--- src/rtl/nf_sbox_compress_stage.sv ---
// Register stage after the NullFresh coordinate functions: captures all coordinate
// outputs, XOR-compresses them into three shares per S-box output bit, and registers the shares.
module nf_sbox_compress_stage #(
   parameter int unsigned NUM_NIBBLES = 16,
   parameter int unsigned CF_PER_BIT  = 18,
   localparam int unsigned CF_W       = 4 * CF_PER_BIT * NUM_NIBBLES
) (
   input  logic                       clk,
   input  logic                       rst_n,
   input  logic                       flush,
   input  logic                       in_valid,
   output logic                       in_ready,
   input  logic [CF_W-1:0]            cf_in,
   output logic                       out_valid,
   input  logic                       out_ready,
   output logic [4*NUM_NIBBLES-1:0]   q1,
   output logic [4*NUM_NIBBLES-1:0]   q2,
   output logic [4*NUM_NIBBLES-1:0]   q3,
   output logic                       busy
);

   localparam int unsigned NB = 4 * NUM_NIBBLES;
   localparam int unsigned G  = CF_PER_BIT / 3;

   logic [CF_W-1:0] cf_q, cf_d;
   logic            s1_valid_q, s1_valid_d;
   logic [NB-1:0]   q1_q, q1_d;
   logic [NB-1:0]   q2_q, q2_d;
   logic [NB-1:0]   q3_q, q3_d;
   logic            out_valid_q, out_valid_d;

   logic [NB-1:0]   q1_c, q2_c, q3_c;
   logic            s1_load;
   logic            s2_load;

   assign in_ready  = rst_n && (!s1_valid_q || !out_valid_q || out_ready);
   assign s1_load   = in_valid && in_ready;
   assign s2_load   = s1_valid_q && (!out_valid_q || out_ready);

   assign out_valid = out_valid_q;
   assign busy      = s1_valid_q || out_valid_q;
   assign q1        = q1_q;
   assign q2        = q2_q;
   assign q3        = q3_q;

   // Compression reads only cf_q, so cf_in glitches never propagate into the share registers.
   always_comb begin
      q1_c = '0;
      q2_c = '0;
      q3_c = '0;
      for (int unsigned j = 0; j < NB; j++) begin
         for (int unsigned k = 0; k < G; k++) begin
            q1_c[j] = q1_c[j] ^ cf_q[j*CF_PER_BIT + k];
            q2_c[j] = q2_c[j] ^ cf_q[j*CF_PER_BIT + G + k];
            q3_c[j] = q3_c[j] ^ cf_q[j*CF_PER_BIT + 2*G + k];
         end
      end
   end

   always_comb begin
      cf_d        = cf_q;
      s1_valid_d  = s1_valid_q;
      q1_d        = q1_q;
      q2_d        = q2_q;
      q3_d        = q3_q;
      out_valid_d = out_valid_q;
      if (flush) begin
         cf_d        = '0;
         s1_valid_d  = 1'b0;
         q1_d        = '0;
         q2_d        = '0;
         q3_d        = '0;
         out_valid_d = 1'b0;
      end else begin
         if (s2_load) begin
            q1_d        = q1_c;
            q2_d        = q2_c;
            q3_d        = q3_c;
            out_valid_d = 1'b1;
         end else if (out_ready) begin
            out_valid_d = 1'b0;
         end
         if (s1_load) begin
            cf_d       = cf_in;
            s1_valid_d = 1'b1;
         end else if (s2_load) begin
            s1_valid_d = 1'b0;
         end
      end
   end

   always_ff @(posedge clk) begin
      if (!rst_n) begin
         cf_q        <= '0;
         s1_valid_q  <= 1'b0;
         q1_q        <= '0;
         q2_q        <= '0;
         q3_q        <= '0;
         out_valid_q <= 1'b0;
      end else begin
         cf_q        <= cf_d;
         s1_valid_q  <= s1_valid_d;
         q1_q        <= q1_d;
         q2_q        <= q2_d;
         q3_q        <= q3_d;
         out_valid_q <= out_valid_d;
      end
   end

endmodule
--- config.mk ---
export PLATFORM = sky130hd
export DESIGN_NAME = nf_sbox_compress_stage
export DESIGN_NICKNAME = d
export VERILOG_FILES = /design/src/rtl/nf_sbox_compress_stage.sv
export SDC_FILE = /design/constraint.sdc
export NUM_CORES = 2
export LEC_CHECK = 0
export BUFFER_PORTS_ARGS = -buffer_cell sky130_fd_sc_hd__buf_2
export CORE_AREA = 5 5 523 525
export DETAILED_ROUTE_END_ITERATION = 8
export DIE_AREA = 0 0 528 530
export GPL_TIMING_DRIVEN = 1
export SYNTH_ARGS = -nofsm -noshare
export SYNTH_HDL_FRONTEND = slang
export SYNTH_SLANG_ARGS = --single-unit
--- constraint.sdc ---
create_clock -name clk -period 4.8 [get_ports clk]
set_clock_uncertainty 0.05 [all_clocks]
set_input_delay 0.72 -clock clk [delete_from_list [all_inputs] [get_ports clk]]
set_output_delay 0.72 -clock clk [all_outputs]
set_load 0.01 [all_outputs]
; Word level (Yosys, flattened, before mapping)
; Index checks and enable logic that the tools add are counted.
[word_totals]
ff_bits = 1346
inputBits = 1157
output_inout_bits = 195
wordCells = 983
[classes]
n_mux = 4
bitwise = 961
reduce_logical = 12
[op_table]
columns = operator, n
row1 = $xor A1 B1 Y1, 960
row2 = $logic_or A1 B1 Y1, 4
row3 = $mux W1, 4
row4 = $reduce_bool A2 Y1, 2
row5 = $logic_and A1 B1 Y1, 3
row6 = $logic_not A1 Y1, 2
row7 = $reduce_or A2 Y1, 1
row8 = $not A1 Y1, 1

; Longest topological paths before layout
[logic_depth]
ltp_word = 6
depth_mapped = 8

; Least setup slack after synthesis
; OpenSTA, ideal clock, no wires.
[synth_timing]
path_type = input to output
from = input port out_ready
to = output port in_ready
t_arrival_ns = 1.660
path_slack_ns = 2.370
cell_stages = 6
cell_sequence = nand3b_1 > buf_4 > buf_4 > buf_2 > buf_2 > and2_1
[synth_via]
elab_chain_len = 2
[synth_lines]
columns = element, line
row1 = "start, declared", 15  ; input logic out_ready,
row2 = $logic_or A1 B1 Y1, 36  ; assign in_ready = rst_n && (!s1_valid_q || !out_valid_q || out_ready);
row3 = $logic_and A1 B1 Y1, 36
row4 = "end, declared", 12  ; output logic in_ready,
; No other way between the ends.

; Worst setup path in the final report
[layout_timing]
from = register s1_valid_q
to = output port in_ready
[layout_via]
elab_chain_len = 4
[layout_lines]
columns = element, line
row1 = "start, declared", 26  ; logic s1_valid_q, s1_valid_d;
row2 = "start signal, assigned", 102  ; s1_valid_q <= s1_valid_d;
row3 = $logic_not A1 Y1, 36
row4 = $logic_or A1 B1 Y1 (2 in series), 36
row5 = $logic_and A1 B1 Y1, 36
; No other way between the ends.

==> run_results.csv <==
group,metric,value,unit
run_status,status,"complete, no violations",
setup_path,cp_max_fo,22,
clocking,numCtsBuffers,162,
hold_path,whs_endpoint,"cf_q[716]$_SDFFE_PP0P_",
placed_design,dp_slack,1.70,ns
detailed_routing,first_pass_iters,6,
setup_path,rrSetupSlack,1.67,ns
setup_path,rr_worst_depth,5,
power,p_per_area,358,nW/um^2
setup_path,start_kind,"register",
grt,grt_pass1_vias,52400,
grt,grt_usage,16.3,%
sta,post-route-period-util,69.7,%
sta,setup_violations,0,
yosys,yosys_warnings,0,
sta,fin_crit,3.34,ns
die,die_h,530,um
setup_path,critPathCaptureType,"output port",
setup_path,worstSetupPathType,"register to output port",
setup_path,arrival,2.57,ns
setup_path,r2r-end,"cf_q[685]$_SDFFE_PP0P_",
finish,register_area,26900,um^2
detailed_routing,drc,0,
yosys,synth_area_leaders,"dfxtp_1 45%, a21oi_1 11%, nand3_1 9.7%",
grt,grt_pass1_wl,348000,um
setup_path,path_delay_family,"simple AND/OR/NAND/NOR gates",
finish,multi_input_area,29200,um^2
grt,grt_overflow,0,
hold_path,hold_path_startpoint,"cf_in[716]",
clocking,cts_tree,"built",
hold_path,hold_class,"input pin to register",
sta,rsz0062_at_grt,"false",
yosys,synth_nets,7850,
setup_path,critPathSlowestCell,"dfxtp_4",
die,core,269000,um^2
grt,antenna_found_initial,72,
setup_path,crit_buf_inv,1,
die,die_x,528,um
detailed_routing,first_iter_violations,4902,
detailed_routing,wl_met2,113000,um
yosys,synth_top_area_share,45.5,%
power,power,26.9,mW
die,rows,191,
detailed_routing,wl_per_cell,21.5,um
clocking,cts_num_sinks,1346,
yosys,syn_area,59200,um^2
die,start_util,22.0,%
hold_path,hold_depth,3,
clocking,clk_pin_slew_worst_paths,0.06,ns
finish,syn_to_final_growth,26.6,%
job,cap_violations,0,
yosys,synth_area_leader_cell,"dfxtp_1",
yosys,ys_ff_latch,1346,
finish,fillers,29000,
yosys,avgSynthCellArea,8.85,um^2
sta,maxSlewViolCount,0,
finish,drive_gt1_share,22.4,%
detailed_routing,wl_met3,18100,um
yosys,yosysSeqAreaShare,45.5,%
yosys,netlist_instances,6693,
sta,worst_pin_slew,1.24,ns
setup_path,slowest_delay,0.73,ns
power,vdd_drop_max,0.264,mV
placed_design,hpwl,175000,um
clocking,root_buffer,"clkbuf_16",
clocking,htreeDepth,4,
placed_design,routabilityCongestion,0.861,
finish,fin_nets,8825,
setup_path,r2r-start,"s1_valid_q$_SDFFE_PP0P_",
detailed_routing,routed_wl,245000,um
power,p_leak,29.2,nW
placed_design,portBuffers,1351,
clocking,clock_path_buffers,4,
detailed_routing,vias,54900,
setup_path,worstPathRequired,4.03,ns
sta,slew_headroom,17.2,%
grt,grt_max_degree,205,
sta,fmax,0.299,GHz
sta,setup_tns,0,ns
die,die_area,280000,um^2
die,ios,1352,
clocking,insertion_delay,0.82,ns
detailed_routing,via_per_inst,4.80,
detailed_routing,antenna_left,0,
setup_path,crit_chain,"nand3b_1 > and2_1 > buf_2",
detailed_routing,top_layer,"met5",
sta,hold_viol_final,0,
sta,setup_ws,1.46,ns
yosys,synth_cell_type_count,23,
detailed_routing,met1_length,103000,um
==> metal layers <==
layer | track usage [%] | vias to the layer above
met5 | 0 | -
li1 | - | 25900
met4 | 6.76 | 60
met2 | 26.2 | 2083
met1 | 20.9 | 26400
met3 | 3.75 | 450
==> worst register-to-register path: cells and delay by family (launching register included) <==
kind | cells | cell delay (ns)
AOI/OAI and AO/OA | 1 | 0.09
buffers and inverters | 2 | 0.91
DFF | 1 | 0.73
and+or+nand+nor | 2 | 1.21
==> registers in the layout (all words and copies together) (netlist names) <==
name and flops:
q1 64, s1_valid_q 1, out_valid 1, cf_q 1152
q3 64, q2 64
==> worst max path at each step <==
stage                                  startpoint                      to  depth (start not counted)
after floorplan                         out_ready                in_ready                          6
after global placement                  out_ready  cf_q[818]$_SDFFE_PP0P_                          6
after detailed placement                out_ready  cf_q[635]$_SDFFE_PP0P_                          6
after CTS                 s1_valid_q$_SDFFE_PP0P_                in_ready                          3
after global routing      s1_valid_q$_SDFFE_PP0P_                    busy                          3
final                     s1_valid_q$_SDFFE_PP0P_                in_ready                          3
==> cells in the mapped netlist <==
master,count
dfxtp_1,1346
nand3b_1,1
nand2_2,1
or2_2,1
and3b_1,1
buf_6,20
clkbuf_2,97
xnor3_1,192
nand3_1,1152
a21oi_1,1345
inv_1,1
buf_2,94
buf_4,6
clkbuf_1,460
xnor2_1,384
buf_1,49
xor2_1,192
o21ai_0,1047
o21ai_1,105
nor2_1,2
nand2b_1,2
and2_1,3
a211oi_1,192
==> area by class of cell <==
cell class,count,area share (%)
Sequential cell,1346,35.9
Inverter,1,0.00501
Timing Repair Buffer,1537,11.8
Clock buffer,240,6.41
Antenna cell,51,0.170
Tap cell,3570,5.96
Clock inverter,51,0.829
Multi-Input combinational cell,4620,38.9
==> per-stage QoR <==
| step | utilization [%] | hold WS, ns | instances | instance area (um^2) |
|---|---|---|---|---|
| floorplan | - | 0.415 | 6693 | 59200 |
| global placement | 25.6 | 0.421 | 11000 | 68900 |
| detailed placement | 25.6 | 0.428 | 11000 | 68900 |
| CTS | 27.8 | 0.0000890 | 11400 | 74800 |
| global route | 27.9 | 0.0286 | 11400 | 74900 |
| finish | 27.9 | 0.107 | 11400 | 75000 |
==> power breakdown <==
part           leakage (nW)  internal (mW)  switching [mW]
Sequential             10.9           11.4           0.172
Combinational          15.7           1.14            1.49
Clock                  2.66           7.42            5.22
==> placed cells by master (no fill, tap or decap), drive strengths merged <==
| cell type | n |
|---|---|
| and2 | 3 |
| dlygate4sd3 | 56 |
| inv | 14 |
| clkinvlp | 5 |
| a21oi | 1345 |
| xnor2 | 384 |
| or2 | 1 |
| xnor3 | 192 |
| nand2b | 2 |
| buf | 1481 |
| nand3b | 1 |
| o21ai | 1152 |
| nand2 | 1 |
| and3b | 1 |
| diode | 51 |
| a211oi | 192 |
| clkinv | 25 |
| nand3 | 1152 |
| xor2 | 192 |
| bufinv | 8 |
| dfxtp | 1346 |
| nor2 | 2 |
| clkbuf | 240 |
==> logic make-up after synthesis <==
logic type | share of synthesized area, %
buf+inv | 5.30
xor+xnor | 15.8
simple gates | 9.85
flops | 45.5
compound gates | 23.5
==> what timing repair did <==
item | in CTS | in global routing
resized for setup | 0 | 0
endpoints found under the hold margin | 56 | 0
hold buffers | 56 | 0
buffers inserted | 0 | 0
No activity file was read; power rests on OpenSTA's default activity.
